File: src/rtl/vga_pkg.sv
// Shared constants and helpers for the VGA sprite path: default sprite geometry,
// legal pixel depths and a constant-foldable clog2.
package vga_pkg;

  localparam int H_BITS_DEF  = 11;
  localparam int SPR_W_DEF   = 128;
  localparam int SPR_H_DEF   = 128;
  localparam int WORD_W_DEF  = 8;
  localparam int BPP_DEF     = 1;
  localparam int ROM_LAT_DEF = 1;

  // Bit n set means a depth of n bits per pixel is supported (1, 2, 4).
  localparam int BPP_LEGAL_MASK = 32'h0000_0016;
  localparam int BPP_MAX        = 4;

  function automatic int clog2(input int value);
    int r;
    r = 0;
    while ((1 << r) < value) r++;
    return r;
  endfunction

  function automatic bit bpp_legal(input int bpp);
    return (bpp >= 1) && (bpp <= BPP_MAX) && (((BPP_LEGAL_MASK >> bpp) & 1) == 1);
  endfunction

endpackage

File: src/rtl/vga_pipe_delay.sv
// Fixed-depth shift register with asynchronous clear on every stage; used to
// carry pixel side-band (valid, window, slot) across the ROM read latency.
module vga_pipe_delay #(
  parameter int WIDTH = 1,
  parameter int DEPTH = 1
) (
  input  logic             clk,
  input  logic             rst_n,
  input  logic [WIDTH-1:0] din,
  output logic [WIDTH-1:0] dout
);

  logic [WIDTH-1:0] stage [DEPTH];

  always_ff @(posedge clk or negedge rst_n) begin
    if (!rst_n) begin
      for (int i = 0; i < DEPTH; i++) stage[i] <= '0;
    end else begin
      stage[0] <= din;
      for (int i = 1; i < DEPTH; i++) stage[i] <= stage[i-1];
    end
  end

  assign dout = stage[DEPTH-1];

endmodule

File: src/rtl/vga_sprite_fetch.sv
// Screen coordinate -> sprite bitmap ROM word address and pixel, one pixel per clock.
// Optional horizontal mirroring is built when VGA_SPRITE_MIRROR_EN is defined (adds mirror_x).
module vga_sprite_fetch
  import vga_pkg::*;
#(
  parameter int H_BITS  = H_BITS_DEF,
  parameter int SPR_W   = SPR_W_DEF,
  parameter int SPR_H   = SPR_H_DEF,
  parameter int WORD_W  = WORD_W_DEF,
  parameter int BPP     = BPP_DEF,
  parameter int ROM_LAT = ROM_LAT_DEF,
  localparam int ADDR_W = clog2(SPR_W * SPR_H * BPP / WORD_W)
) (
  input  logic              clk,
  input  logic              rst_n,
  input  logic              in_valid,
  input  logic [H_BITS-1:0] x,
  input  logic [H_BITS-1:0] y,
  input  logic [H_BITS-1:0] org_x,
  input  logic [H_BITS-1:0] org_y,
`ifdef VGA_SPRITE_MIRROR_EN
  input  logic              mirror_x,
`endif
  output logic [ADDR_W-1:0] rom_addr,
  input  logic [WORD_W-1:0] rom_data,
  output logic              pix_valid,
  output logic [BPP-1:0]    pix,
  output logic              in_window
);

  localparam int LXW    = clog2(SPR_W);
  localparam int LYW    = clog2(SPR_H);
  localparam int P_W    = LXW + LYW;
  localparam int PPW    = WORD_W / BPP;
  localparam int SLOT_W = clog2(PPW);
  localparam int SLOT_R = (SLOT_W > 0) ? SLOT_W : 1;
  localparam int DLY_W  = 2 + SLOT_R;

  localparam logic [H_BITS:0] SPR_W_L = (H_BITS+1)'(SPR_W);
  localparam logic [H_BITS:0] SPR_H_L = (H_BITS+1)'(SPR_H);

  // ---------------- stage A: origin subtract and window check ----------------
  logic signed [H_BITS:0] lx_s;
  logic signed [H_BITS:0] ly_s;
  logic                   win_x;
  logic                   win_y;
  logic [LXW-1:0]         lx_t;
  logic [LYW-1:0]         ly_t;

  assign lx_s = $signed({1'b0, x}) - $signed({1'b0, org_x});
  assign ly_s = $signed({1'b0, y}) - $signed({1'b0, org_y});

  // Sign bit rejects sprites hanging off the left/top edge before truncation can alias them.
  assign win_x = !lx_s[H_BITS] && ({1'b0, lx_s[H_BITS-1:0]} < SPR_W_L);
  assign win_y = !ly_s[H_BITS] && ({1'b0, ly_s[H_BITS-1:0]} < SPR_H_L);

`ifdef VGA_SPRITE_MIRROR_EN
  assign lx_t = mirror_x ? ~lx_s[LXW-1:0] : lx_s[LXW-1:0];
`else
  assign lx_t = lx_s[LXW-1:0];
`endif
  assign ly_t = ly_s[LYW-1:0];

  logic           a_valid;
  logic           a_win;
  logic [LXW-1:0] a_lx;
  logic [LYW-1:0] a_ly;

  always_ff @(posedge clk or negedge rst_n) begin
    if (!rst_n) begin
      a_valid <= 1'b0;
      a_win   <= 1'b0;
      a_lx    <= '0;
      a_ly    <= '0;
    end else begin
      a_valid <= in_valid;
      a_win   <= in_valid & win_x & win_y;
      a_lx    <= lx_t;
      a_ly    <= ly_t;
    end
  end

  // ---------------- stage B: linear index split into word address and slot --------
  logic [P_W-1:0]    p_idx;
  logic [ADDR_W-1:0] addr_next;
  logic [SLOT_R-1:0] slot_next;

  assign p_idx     = {a_ly, a_lx};
  assign addr_next = p_idx[P_W-1:SLOT_W];

  if (SLOT_W > 0) begin : g_slot
    assign slot_next = p_idx[SLOT_W-1:0];
  end else begin : g_noslot
    assign slot_next = '0;
  end

  logic              b_valid;
  logic              b_win;
  logic [SLOT_R-1:0] b_slot;

  always_ff @(posedge clk or negedge rst_n) begin
    if (!rst_n) begin
      b_valid  <= 1'b0;
      b_win    <= 1'b0;
      b_slot   <= '0;
      rom_addr <= '0;
    end else begin
      b_valid <= a_valid;
      b_win   <= a_win;
      b_slot  <= slot_next;
      if (a_valid && a_win) rom_addr <= addr_next;
    end
  end

  // ---------------- side-band delay matching the ROM read ----------------
  logic [DLY_W-1:0]  dly_in;
  logic [DLY_W-1:0]  dly_out;
  logic              d_valid;
  logic              d_win;
  logic [SLOT_R-1:0] d_slot;

  assign dly_in = {b_valid, b_win, b_slot};

  vga_pipe_delay #(
    .WIDTH (DLY_W),
    .DEPTH (ROM_LAT)
  ) u_side_dly (
    .clk   (clk),
    .rst_n (rst_n),
    .din   (dly_in),
    .dout  (dly_out)
  );

  assign {d_valid, d_win, d_slot} = dly_out;

  // ---------------- output stage: slot 0 is the MSB end of the word ----------------
  logic [WORD_W-1:0] word_sh;
  logic [BPP-1:0]    pix_sel;

  assign word_sh = rom_data << (32'(d_slot) * BPP);
  assign pix_sel = word_sh[WORD_W-1 -: BPP];

  always_ff @(posedge clk or negedge rst_n) begin
    if (!rst_n) begin
      pix_valid <= 1'b0;
      in_window <= 1'b0;
      pix       <= '0;
    end else begin
      pix_valid <= d_valid;
      in_window <= d_win;
      pix       <= d_win ? pix_sel : '0;
    end
  end

endmodule

File: config.mk
export PLATFORM = sky130hd
export DESIGN_NAME = vga_sprite_fetch
export DESIGN_NICKNAME = d
export VERILOG_FILES = /design/src/rtl/vga_pkg.sv /design/src/rtl/vga_pipe_delay.sv /design/src/rtl/vga_sprite_fetch.sv
export SDC_FILE = /design/constraint.sdc
export NUM_CORES = 1
export LEC_CHECK = 0
export BUFFER_PORTS_ARGS = -buffer_cell sky130_fd_sc_hd__buf_2
export CORE_MARGIN = 2
export CORE_UTILIZATION = 42
export CTS_CLUSTER_DIAMETER = 80
export DETAILED_ROUTE_END_ITERATION = 12
export HOLD_SLACK_MARGIN = 0.1
export PLACE_DENSITY = 0.72
export REMOVE_ABC_BUFFERS = 1
export SYNTH_ARGS = -nofsm -noshare
export SYNTH_HDL_FRONTEND = slang
export SYNTH_SLANG_ARGS = --single-unit
File: constraint.sdc
create_clock -name clk -period 1.4 [get_ports clk]
set_input_delay 0.07 -clock clk [delete_from_list [all_inputs] [get_ports clk]]
set_output_delay 0.07 -clock clk [all_outputs]
set_load 0.005 [all_outputs]
==> results of run 1 <==
==> worst max-delay path: stages <==
cell	delay, ps
buf_8	80
inv_4	30
ha_4	160
fa_2	370
nand2b_4	150
a21o_1	200
a31oi_1	180
xnor2_1	140
nand4_1	120
nor4_2	280
==> what timing repair did <==
| action | 4_1_cts | 5_1_grt |
|---|---|---|
| endpoints found under the setup margin | 2 | 1 |
| cloned | 0 | 0 |
| pin swaps | 13 | 11 |
| hold buffers | 4 | 0 |
| resized for setup | 18 | 15 |
| buffers inserted | 6 | 1 |
| endpoints found under the hold margin | 44 | 0 |
==> routing by layer <==
| metal | wire [um] | GRT usage, % | up-vias |
|---|---|---|---|
| li1 | - | - | 1031 |
| met1 | 2110 | 18.9 | 948 |
| met2 | 2520 | 28.3 | 47 |
| met3 | 209 | 2.61 | 9 |
| met4 | 59 | 5.34 | 0 |
| met5 | 0 | 0 | - |
==> state kept, by name, indices dropped and copies added, names as in the netlist <==
register and count:
a_ly 7, u_side_dly.dout 5, rom_addr 11, b_valid 1, a_win 1, pix_valid 1, in_window 1, b_slot 3
a_lx 7, pix 1, b_win 1, a_valid 1
==> final cells by class <==
cell class	count	area share, %
Inverter	31	3.53
Clock buffer	6	2.11
Timing Repair Buffer	122	22.7
Multi-Input combinational cell	147	38.9
Sequential cell	40	29.1
Tap cell	72	2.62
Clock inverter	2	1.02
==> where the power goes <==
part	switching, mW	internal, mW
sequential	0.0326	1.26
clock	0.361	0.528
combinational	0.385	0.481
==> synth_stat cells, drive strengths merged, types with 3 or more instances <==
cell | number | area, um2
a21boi | 3 | 22.5
nor2 | 10 | 37.5
nand3 | 5 | 25.0
nor2b | 3 | 18.8
and2 | 3 | 20.0
ha | 22 | 275
nand2b | 7 | 43.8
inv | 31 | 116
nand2 | 4 | 15.0
a21o | 3 | 22.5
o21ai | 9 | 45.0
xnor2 | 9 | 78.8
dfrtp | 40 | 1000
o21a | 4 | 30.0
mux2 | 11 | 124
o211ai | 3 | 22.5
and3 | 3 | 28.8
a21oi | 13 | 65.1
==> path summary, 6_finish.rpt <==
check	startpoint	endpoint	cells after the start
hold reg to reg	a_lx[1]	b_slot[1]	0
max in group asynchronous	rst_n	rom_addr[5]	3
hold / removal	org_x[1]	a_lx[1]	3
setup / recovery	x[0]	a_win	10
setup reg to reg	u_side_dly.dout[0]	pix	3
min in group asynchronous	rst_n	a_lx[3]	3
==> cell families after synthesis <==
| logic type | Yosys count | share of synthesized area [%] |
|---|---|---|
| AO/OA/AOI/OAI | 53 | 15.3 |
| AND/OR/NAND/NOR | 45 | 11.4 |
| flip-flops | 40 | 42.5 |
| buffers and inverters | 34 | 5.74 |
| adder cells (fa/ha/maj) | 24 | 13.4 |
| multiplexers | 14 | 7.59 |
| XOR/XNOR | 11 | 4.09 |
==> results, run 1 <==
- The synthesized area per cell is 10.7 um2.
- The number of antenna-violating nets in the routed design is 0.
- The wire length of the first global-routing pass is 7840 um.
- The maximum vdd drop is 613 uV.
- Across all hold checks on the routed design, the worst slack comes to 160 ps.
- The clock-pin slew on the worst setup and hold paths is 70 ps.
- At the worst endpoint, the required time is 1590 ps.
- The synthesized design contains 40 register bits.
- The detailed router placed 2035 vias in this run.
- For the worst setup path, the data arrival time is 1770 ps.
- Once layout is complete, the utilization of the core stands at 62.9%.
- The area of the die is 0.00622 mm2.
- For the worst-skew pair, the clock arrives at the later sink with an insertion delay of 280 ps.
- Clock tree synthesis selected as its root buffer the cell clkbuf_8.
- The setup skew after layout is 5.62 ps.
- The congestion estimate from routability-driven global placement came to 0.864.
- The worst setup path category is in2reg.
- The initial core utilization is 43.0%.
- Setup repair after global routing could not meet its margin everywhere.
- The completed layout was analyzed and its total power is 3.05 mW.
- The number of DRC markers after the initial detailed-route iteration is 82.
- After routing the design area is 0.00344 mm2.
- The placed cell area is 0.00309 mm2.
- Once layout is complete, the cells apart from fillers number 420.
- The number of buffers added by the clock tree synthesis step is 5.
- The hold violation count in the final report came to 0.
- The row count is 27.
- The share of the cycle needed by the critical path after routing is 112%.
- Setup total negative slack on the finished layout was measured at -174 ps.
- At the pin with the least slew margin, the transition time is 472 ps.
- Dividing total power by cell area gives a power density of 886 mW/mm2.
- The share of synthesized registers carrying an async set or reset is 100%.
- For this run, the post-layout net count is 426.
- The overflow left after global routing is 0.
- The HPWL after detailed placement is 3830 um.
- In the layout the commonest cells are buf_2 (65), buf_4 (50), dfrtp_1 (40).
- The detailed-route wire length is 4900 um.
- The launching element type of the critical path is a primary input.
- The number of inserted diodes is 0.
- The total clock sinks is 40.
- The TritonCTS clock tree is done.
- Buffers placed on the I/O ports in this run total 68.
- The number of violations of the max-capacitance limit is 0.
- The number of buffers on the longest clock path is 2.
- The most used flip-flop cell after synthesis is dfrtp_1.
- The H-tree was split into 2 levels.
- The worst slew margin relative to its limit is 68.5%.
- The run finished, with violations left.
- The worst setup path is captured at a flip-flop.
- The share of cells above drive strength 1 is 47.1%.
- The initial antenna violation count was 0.
- The library cell used most frequently in the layout, excluding fill and tap cells, is buf_2.
- The via-per-instance ratio is 4.85.
- For this run, the number of Yosys warnings is 0.
- Across the whole layout, storage elements account for 0.00100 mm2.
- The pin count of the biggest net entering global routing is 41.
- Yosys mapped the design onto 47 distinct sky130hd cell types.
- The part of the Yosys area used for sequential elements is 42.5%.
- The die is 78.9 um wide.
- Setup violations remaining at the end of the flow were counted as 1.
- The die is 78.9 um tall.
- The number of synthesized flops with an enable pin is 0.
- The number of design rule violations left after detail routing is 0.
- The min-delay analysis places its worst path in the category in2reg.
- Before CTS, the worst setup slack after placement is -675 ps.
- Setup slack on the critical path of the routed design comes to -174 ps.
- The area growth from synthesis to layout is 46.1%.
- In the final layout, the multi-input gates occupy 0.00134 mm2.
- The number of optimization iterations in the first detailed-route pass is 3.
- The highest attainable clock frequency is 635 MHz.
- The final reports fail on setup timing.
- The number of top-level pins is 69.
- Summing every instance area after synthesis gives 0.00236 mm2.
- Dividing the detail-routed wire length by the instance count gives 11.7 um.
- In this run the static leakage power is 1.82 nW.
- The post-synthesis cell count is 221.
- Global routing used 15.6% of the available tracks.
- The instance count after placement with tap cells included is 401.
- Across all register-to-register paths, the minimum setup slack is 190 ps.
- Of all nets on the critical path, the largest fanout is 3.
- After floorplanning, the core was sized to cover 0.00547 mm2.
- Subtracting the final worst setup slack from the clock period gives 1570 ps.
- The final count of pins violating max slew came to 0.
- The number of inserted filler cells in the final layout is 467.
- The via count of the first global-routing pass is 1888.
No activity file was read; power rests on OpenSTA's default activity.
==> inputs of run 2 (changes only) <==
- CORE_UTILIZATION: 42 -> 30
- PLACE_DENSITY: 0.72 -> 0.56
==> run 2 against run 1 <==
  * The flow still finishes with violations (setup timing)
  * Die area up 38%
  * Highest routed layer unchanged
  * Register-to-register slack hardly changed
  * Count of clock-buffer cells in the layout is 1 lower
  * First-iteration DRC count decreased by 70%
==> results, run 2 (synthesized netlist as in run 1, its figures left out) <==
- The minimum setup slack in the final design is -107 ps (+67.4 ps).
- The layout-stage area growth over the synthesis result is 49.8%.
- In this run the critical register-to-register path is launched from u_side_dly.dout[0].
- The TritonCTS clock tree is done.
- The total of buffers placed on input and output ports is 68 (unchanged).
- The via-per-instance ratio is 4.43 (-8.5%).
- The clock latency at the later pin of the worst-skew pair came to 290 ps (about the same).
- The clock root buffer is clkbuf_8.
- The setup skew after layout is 8.84 ps (+3.21 ps).
- The worst slew margin relative to its limit was 67.7% (-0.79 points).
- The worst register-to-register path ends at pix.
- The required time of the worst setup path is 1570 ps (-20 ps).
- The final net count was 421 (-1.2%).
- The worst reg-to-reg setup slack is 180 ps (about the same).
- The count of cells along the worst register-to-register path came to 3 (unchanged).
- The internal power is 2.63 mW (+16%).
- The pin count of the biggest net entering global routing is 41 (unchanged).
- The floorplan core area came to 0.00769 mm2 (+40%).
- The number of top-level pins was 69 (unchanged).
- The overflow left after global routing is 0 (unchanged).
- The most common library cell in the layout ignoring fill and taps is buf_2.
- In this run the most critical hold path is launched from org_y[1].
- The combined global-route utilization of all metal layers is 11.9% (-3.8 points).
- The path category of the worst min-delay check is in2reg.
- The via count of the first global-routing pass was 1992 (+5.5%).
- The number of failing setup endpoints in the final timing report is 1 (unchanged).
- The critical path starts at org_y[1].
- The initial antenna violation count came to 0 (unchanged).
- The number of design rule violations left after detail routing is 0 (unchanged).
- The die height was 92.6 um (+17%).
- The number of buffers added by the clock tree synthesis step came to 5 (unchanged).
- The worst setup path category is in2reg.
- The data arrival time of the critical path is 1680 ps (-90 ps).
- The post-route minimum period came to 1510 ps (-67.4 ps).
- The area of the die came to 0.00858 mm2 (+38%).
- The worst hold slack after final layout is 121 ps (-39.4 ps).
- The part of the power in registers is 37.5% (-4.9 points).
- The flip-flop count of the largest register, all copies and words added is 11 (unchanged).
- The total clock sinks is 40 (unchanged).
- The clock-pin slew on the worst setup and hold paths is 80 ps (about the same).
- The checks that failed: setup timing.
- The share of cells above drive strength 1 is 49.0% (+1.9 points).
- The number of inserted diodes is 0 (unchanged).
- The number of optimization iterations in the first detailed-route pass came to 4 (+1).
- The number of H-tree levels was 2 (unchanged).
- The flow ran to the end, but the final reports show violations.
- The detailed-route wire length came to 4980 um (+1.7%).
- The reported leakage power is 1.82 nW (about the same).
- The average wire per standard cell is 11.2 um (-4.0%).
- The total via count after detailed routing came to 1972 (-3.1%).
- The clock network power share was 36.9% (+7.7 points).
- The wire length of the first global-routing pass came to 8370 um (+6.8%).
- The final count of pins violating max slew was 0 (unchanged).
- The register with the most flip-flops in the final layout is rom_addr.
- The worst-path maximum fanout came to 4 (+1).
- The power per cell area was 974 mW/mm2 (+10%).
- The switching power came to 0.808 mW (+3.7%).
- The net switching fraction of the power is 23.5% (-2.1 points).
- The number of violations of the max-capacitance limit came to 0 (unchanged).
- In the layout the commonest cells are buf_2 (66), buf_4 (45), dfrtp_1 (40).
- The path with the worst hold slack has its endpoint at a_ly[1].
- The number of DRC markers after the initial detailed-route iteration is 25 (-70%).
- The number of stages on the worst hold path came to 3 (unchanged).
- The launching element type of the critical path is a primary input.
- The hold violation count in the final report is 0 (unchanged).
- The type of element capturing the critical path is a flip-flop.
- The number of buffers on the longest clock path is 2 (unchanged).
- The number of antenna-violating nets in the routed design was 0 (unchanged).
- The routability congestion estimate from global placement is 0.800 (-7.4%).
- The row count is 32 (+19%).
- The actual slew at the worst max-slew pin is 484 ps (+11.9 ps).
- Setup repair after global routing could not meet its margin everywhere.
- The share of the cycle needed by the critical path after routing is 108% (-4.8 points).
- The highest attainable clock frequency is 664 MHz (+4.5%).
- The maximum vdd drop is 440 uV (-28%).
- The post-placement setup slack came to -657 ps (+18.2 ps).
- The proportion of power drawn by combinational gates is 25.6% (-2.8 points).
- The power after layout came to 3.44 mW (+13%).
- The overall die width is 92.6 um (+17%).
- The half-perimeter wire length of the detailed placement result is 3980 um (+4.0%).
- The initial core utilization is 30.6% (-12 points).
- In the final layout, the registers with the most flip-flops are rom_addr (11), a_lx (7), a_ly (7).
==> run 2: worst max-delay path by stage <==
stage / end / slack (ps) / cells past startpoint
after detailed placement: a_win / -660 / 11
after global routing: a_win / -160 / 10
after CTS: a_win / -160 / 9
after floorplan: a_win / -400 / 9
final: a_win / -110 / 9
after global placement: a_win / -550 / 11
==> run 2: final cells by class <==
type                       count  area, um2
clock buffer                   5       68.8
clock inverter                 3       90.1
fill                         766       4160
inverter                      31        119
multi-input combinational    147       1390
sequential                    40       1000
tap                          102        128
timing repair buffer         117        734
==> run 2: repair_timing <==
item                                   CTS  global route
setup endpoints to repair                1             1
buffers inserted                         1             0
pin swaps                               14            13
hold buffers                             4             0
endpoints found under the hold margin   44             0
gates resized for setup                 23            17
==> run 2: layer usage <==
metal	vias up	share of wire, %	track usage, %
li1	1017	-	-
met1	900	45	14.9
met2	47	49	20.1
met3	8	4.3	2.28
met4	0	1.6	4.90
met5	-	0	0
==> run 2: metrics by stage <==
step | std cells | TNS [ps] | utilization (%) | instance area [um2]
2_1_floorplan | 218 | -404 | - | 2340
3_3_place_gp | 433 | -1040 | 40.9 | 3140
3_5_place_dp | 433 | -1250 | 40.9 | 3140
4_1_cts | 445 | -156 | 45.0 | 3460
5_1_grt | 445 | -161 | 45.9 | 3530
6_report | 445 | -107 | 45.9 | 3530
==> run 2: worst max-delay path, cell delays in order <==
cell and delay (ps):
buf_8 100, inv_4 40, ha_4 180, nor2b_4 120, o2111a_1 250, o21a_1 220
or4b_1 550, nand4_1 100, nor4_2 40
==> run 2: power by group through the flow <==
stage	Clock, mW	Combinational (mW)	Sequential, mW
after floorplan	0	0.429	1.31
after global placement	0	0.761	1.31
after detailed placement	0	0.772	1.31
after CTS	1.30	0.841	1.29
after global routing	1.35	0.984	1.30
final	1.27	0.880	1.29
==> inputs of run 3 (changes only) <==
- SETUP_SLACK_MARGIN: unset -> 0.15
==> run 3 against run 2 <==
  * The flow still finishes with violations (setup timing)
  * Combinational power is 0.5% higher
  * Final cell count rose by 0.45%
  * Via count about the same
  * Clock power about the same
  * Register-to-register slack hardly changed
  * Die area unchanged
  * Clock skew barely moved
  * Total power barely moved
  * Sequential power barely moved
  * Worst hold slack improved by 35 ps
  * Critical path type unchanged
  * Critical endpoint unchanged
  * Highest routed layer unchanged
==> results, run 3 (synthesized netlist as in run 1, its figures left out) <==
- The count of buffering cells on the critical path with inverters included came to 2 (unchanged).
- The data arrival time of the critical path is 1730 ps (+50 ps).
- Traced cell by cell, the critical path runs through buf_8 > inv_4 > ha_4 > nor2b_4 > o2111a_1 > o21a_2 > or4b_4 > nand4_1 > nor4_2.
- The number of antenna-violating nets in the routed design was 0 (unchanged).
- The overall die width is 92.6 um (unchanged).
- The number of violations of the max-capacitance limit is 0 (unchanged).
- The number of optimization iterations in the first detailed-route pass is 4 (unchanged).
- The switching power was 0.801 mW (-0.86%).
- The final count of pins violating max slew is 0 (unchanged).
- The net switching fraction of the power was 23.3% (-0.20 points).
- Tracing the worst setup path back leads to its startpoint at org_y[1].
- Setup repair after global routing could not meet its margin everywhere.
- The detailed-route wire length is 5020 um (+0.84%).
- The slowest library cell on the worst path is or4b_4.
- The worst-path maximum fanout is 4 (unchanged).
- The pin count of the biggest net entering global routing came to 41 (unchanged).
- The number of buffers added by the clock tree synthesis step is 5 (unchanged).
- The TritonCTS clock tree is done.
- The part of the power in registers is 37.5% (about the same).
- The number of failing setup endpoints in the final timing report is 1 (unchanged).
- The share of cells above drive strength 1 came to 49.6% (+0.59 points).
- The number of top-level pins is 69 (unchanged).
- The half-perimeter wire length of the detailed placement result came to 3980 um (unchanged).
- The wire length of the first global-routing pass is 8310 um (-0.74%).
- The run finished, with violations left.
- The launching element type of the critical path is a primary input.
- The largest registers in the layout are rom_addr (11), a_lx (7), a_ly (7).
- The via-per-instance ratio came to 4.41 (-0.40%).
- The number of H-tree levels was 2 (unchanged).
- The total via count after detailed routing is 1973 (+0.051%).
- The initial antenna violation count is 0 (unchanged).
- The highest attainable clock frequency is 638 MHz (-3.8%).
- The average wire per standard cell came to 11.2 um (+0.39%).
- The clock network power share is 36.8% (about the same).
- The routability congestion estimate from global placement is 0.800 (unchanged).
- The path category of the worst min-delay check is in2reg.
- The worst setup path category is in2reg.
- The required time of the worst setup path is 1570 ps (about the same).
- The area of the die is 0.00858 mm2 (unchanged).
- The final net count came to 423 (+0.48%).
- The row count is 32 (unchanged).
- The number of DRC markers after the initial detailed-route iteration is 45 (+80%).
- The number of inserted diodes came to 0 (unchanged).
- The total of buffers placed on input and output ports came to 68 (unchanged).
- The power per cell area is 970 mW/mm2 (-0.45%).
- The total clock sinks is 40 (unchanged).
- The sum of negative setup slack is -166 ps (-59.2 ps).
- The worst reg-to-reg setup slack is 180 ps (about the same).
- The instance count after placement with tap cells included is 433 (unchanged).
- The share of the cycle needed by the critical path after routing is 112% (+4.2 points).
- The via count of the first global-routing pass is 1960 (-1.6%).
- The number of buffers on the longest clock path came to 2 (unchanged).
- The worst slew margin relative to its limit is 67.8% (+0.10 points).
- The proportion of power drawn by combinational gates is 25.7% (about the same).
- The clock-pin slew on the worst setup and hold paths is 70 ps (about the same).
- The die height is 92.6 um (unchanged).
- The combined global-route utilization of all metal layers is 11.8% (-0.048 points).
- The internal power is 2.64 mW (+0.27%).
- The worst setup path is captured at a flip-flop.
- The reg-to-reg startpoint is u_side_dly.dout[0].
- The floorplan core area was 0.00769 mm2 (unchanged).
- The clock latency at the later pin of the worst-skew pair is 290 ps (about the same).
- The number of inserted filler cells in the final layout came to 756 (-1.3%).
- Clock tree synthesis selected as its root buffer the cell clkbuf_8.
- The longest individual stage delay on the worst path was 540 ps (about the same).
- The minimum setup slack in the final design is -166 ps (-59.2 ps).
- The maximum vdd drop is 440 uV (+0.15%).
- The count of cells along the worst register-to-register path is 3 (unchanged).
- The area growth from synthesis to layout is 50.5%.
- The initial core utilization is 30.6% (unchanged).
- The checks that failed: setup timing.
- The actual slew at the worst max-slew pin was 483 ps (-1.49 ps).
- The reported leakage power is 1.84 nW (+1.3%).
- The setup skew after layout was 8.56 ps (-0.277 ps).
- The number of stages on the worst hold path came to 3 (unchanged).
- The cell family contributing the most delay on the critical path is simple AND/OR/NAND/NOR gates.
- The flip-flop count of the largest register, all copies and words added is 11 (unchanged).
- The number of design rule violations left after detail routing came to 0 (unchanged).
- The number of stages on the worst setup path is 9 (unchanged).
- The overflow left after global routing is 0 (unchanged).
- The most common library cell in the layout ignoring fill and taps is buf_2.
- The capturing point of the worst reg2reg path is pix.
- The post-route minimum period was 1570 ps (+59.2 ps).
- The hold violation count in the final report was 0 (unchanged).
- Leaving out fill and tap cells, the most frequent cells in the layout are buf_2 (62), buf_4 (47), dfrtp_1 (40).
- The final non-filler cell total is 447 (+0.45%).
- The path with the worst hold slack has its endpoint at a_lx[1].
- The startpoint identified for the worst hold timing path is org_x[1].
- Ranked by flip-flop count, first place goes to rom_addr.
[run 3: per-stage QoR]
stage                     hold WS, ps  worst slack [ps]  cell area, um2  total power [mW]  utilization (%)
after floorplan                  -226              -404            2340              1.73                -
after global placement            153              -554            3140              2.07             40.9
after detailed placement          151              -657            3140              2.09             40.9
after CTS                         128              -189            3420              3.42             44.5
after global routing              166              -205            3550              3.64             46.1
final                             156              -166            3550              3.44             46.1
[run 3: power groups by stage]
| stage | clock, mW | sequential [mW] | combinational (mW) |
|---|---|---|---|
| after floorplan | 0 | 1.31 | 0.429 |
| after global routing | 1.35 | 1.30 | 0.989 |
| final | 1.27 | 1.29 | 0.884 |
| after CTS | 1.30 | 1.29 | 0.829 |
| after detailed placement | 0 | 1.31 | 0.772 |
| after global placement | 0 | 1.31 | 0.761 |
[run 3: worst max-delay path by stage]
stage                 end  slack, ps
floorplan           a_win       -400
global placement    a_win       -550
CTS                 a_win       -190
finish              a_win       -170
global route        a_win       -200
detailed placement  a_win       -660
[run 3: layout make-up]
| class | instances | area, um2 | area share [%] |
|---|---|---|---|
| clock inverter | 3 | 90.1 | 2.54 |
| timing repair buffer | 119 | 774 | 21.8 |
| clock buffer | 5 | 68.8 | 1.94 |
| inverter | 31 | 119 | 3.35 |
| multi-input combinational | 147 | 1370 | 38.5 |
| tap | 102 | 128 | 3.60 |
| sequential | 40 | 1000 | 28.2 |
[run 3: layer usage]
layer / global-route usage [%] / part of all wire (%)
met5: 0 / 0
met4: 4.41 / 2.1
met3: 2.12 / 4.0
met2: 20.4 / 49
met1: 14.8 / 44
[run 3: timing repair]
action	4_1_cts	5_1_grt
gates resized for setup	18	26
endpoints found under the setup margin	2	4
pin swaps	11	15
endpoints found under the hold margin	44	0
setup buffers	0	2
hold buffers	4	0
gates cloned	0	0
[run 3: worst register-to-register path: cells and delay by family (launching register included)]
family / cells / cell delay [ps]
flops: 1 / 390
mux: 2 / 670
simple gates: 1 / 60
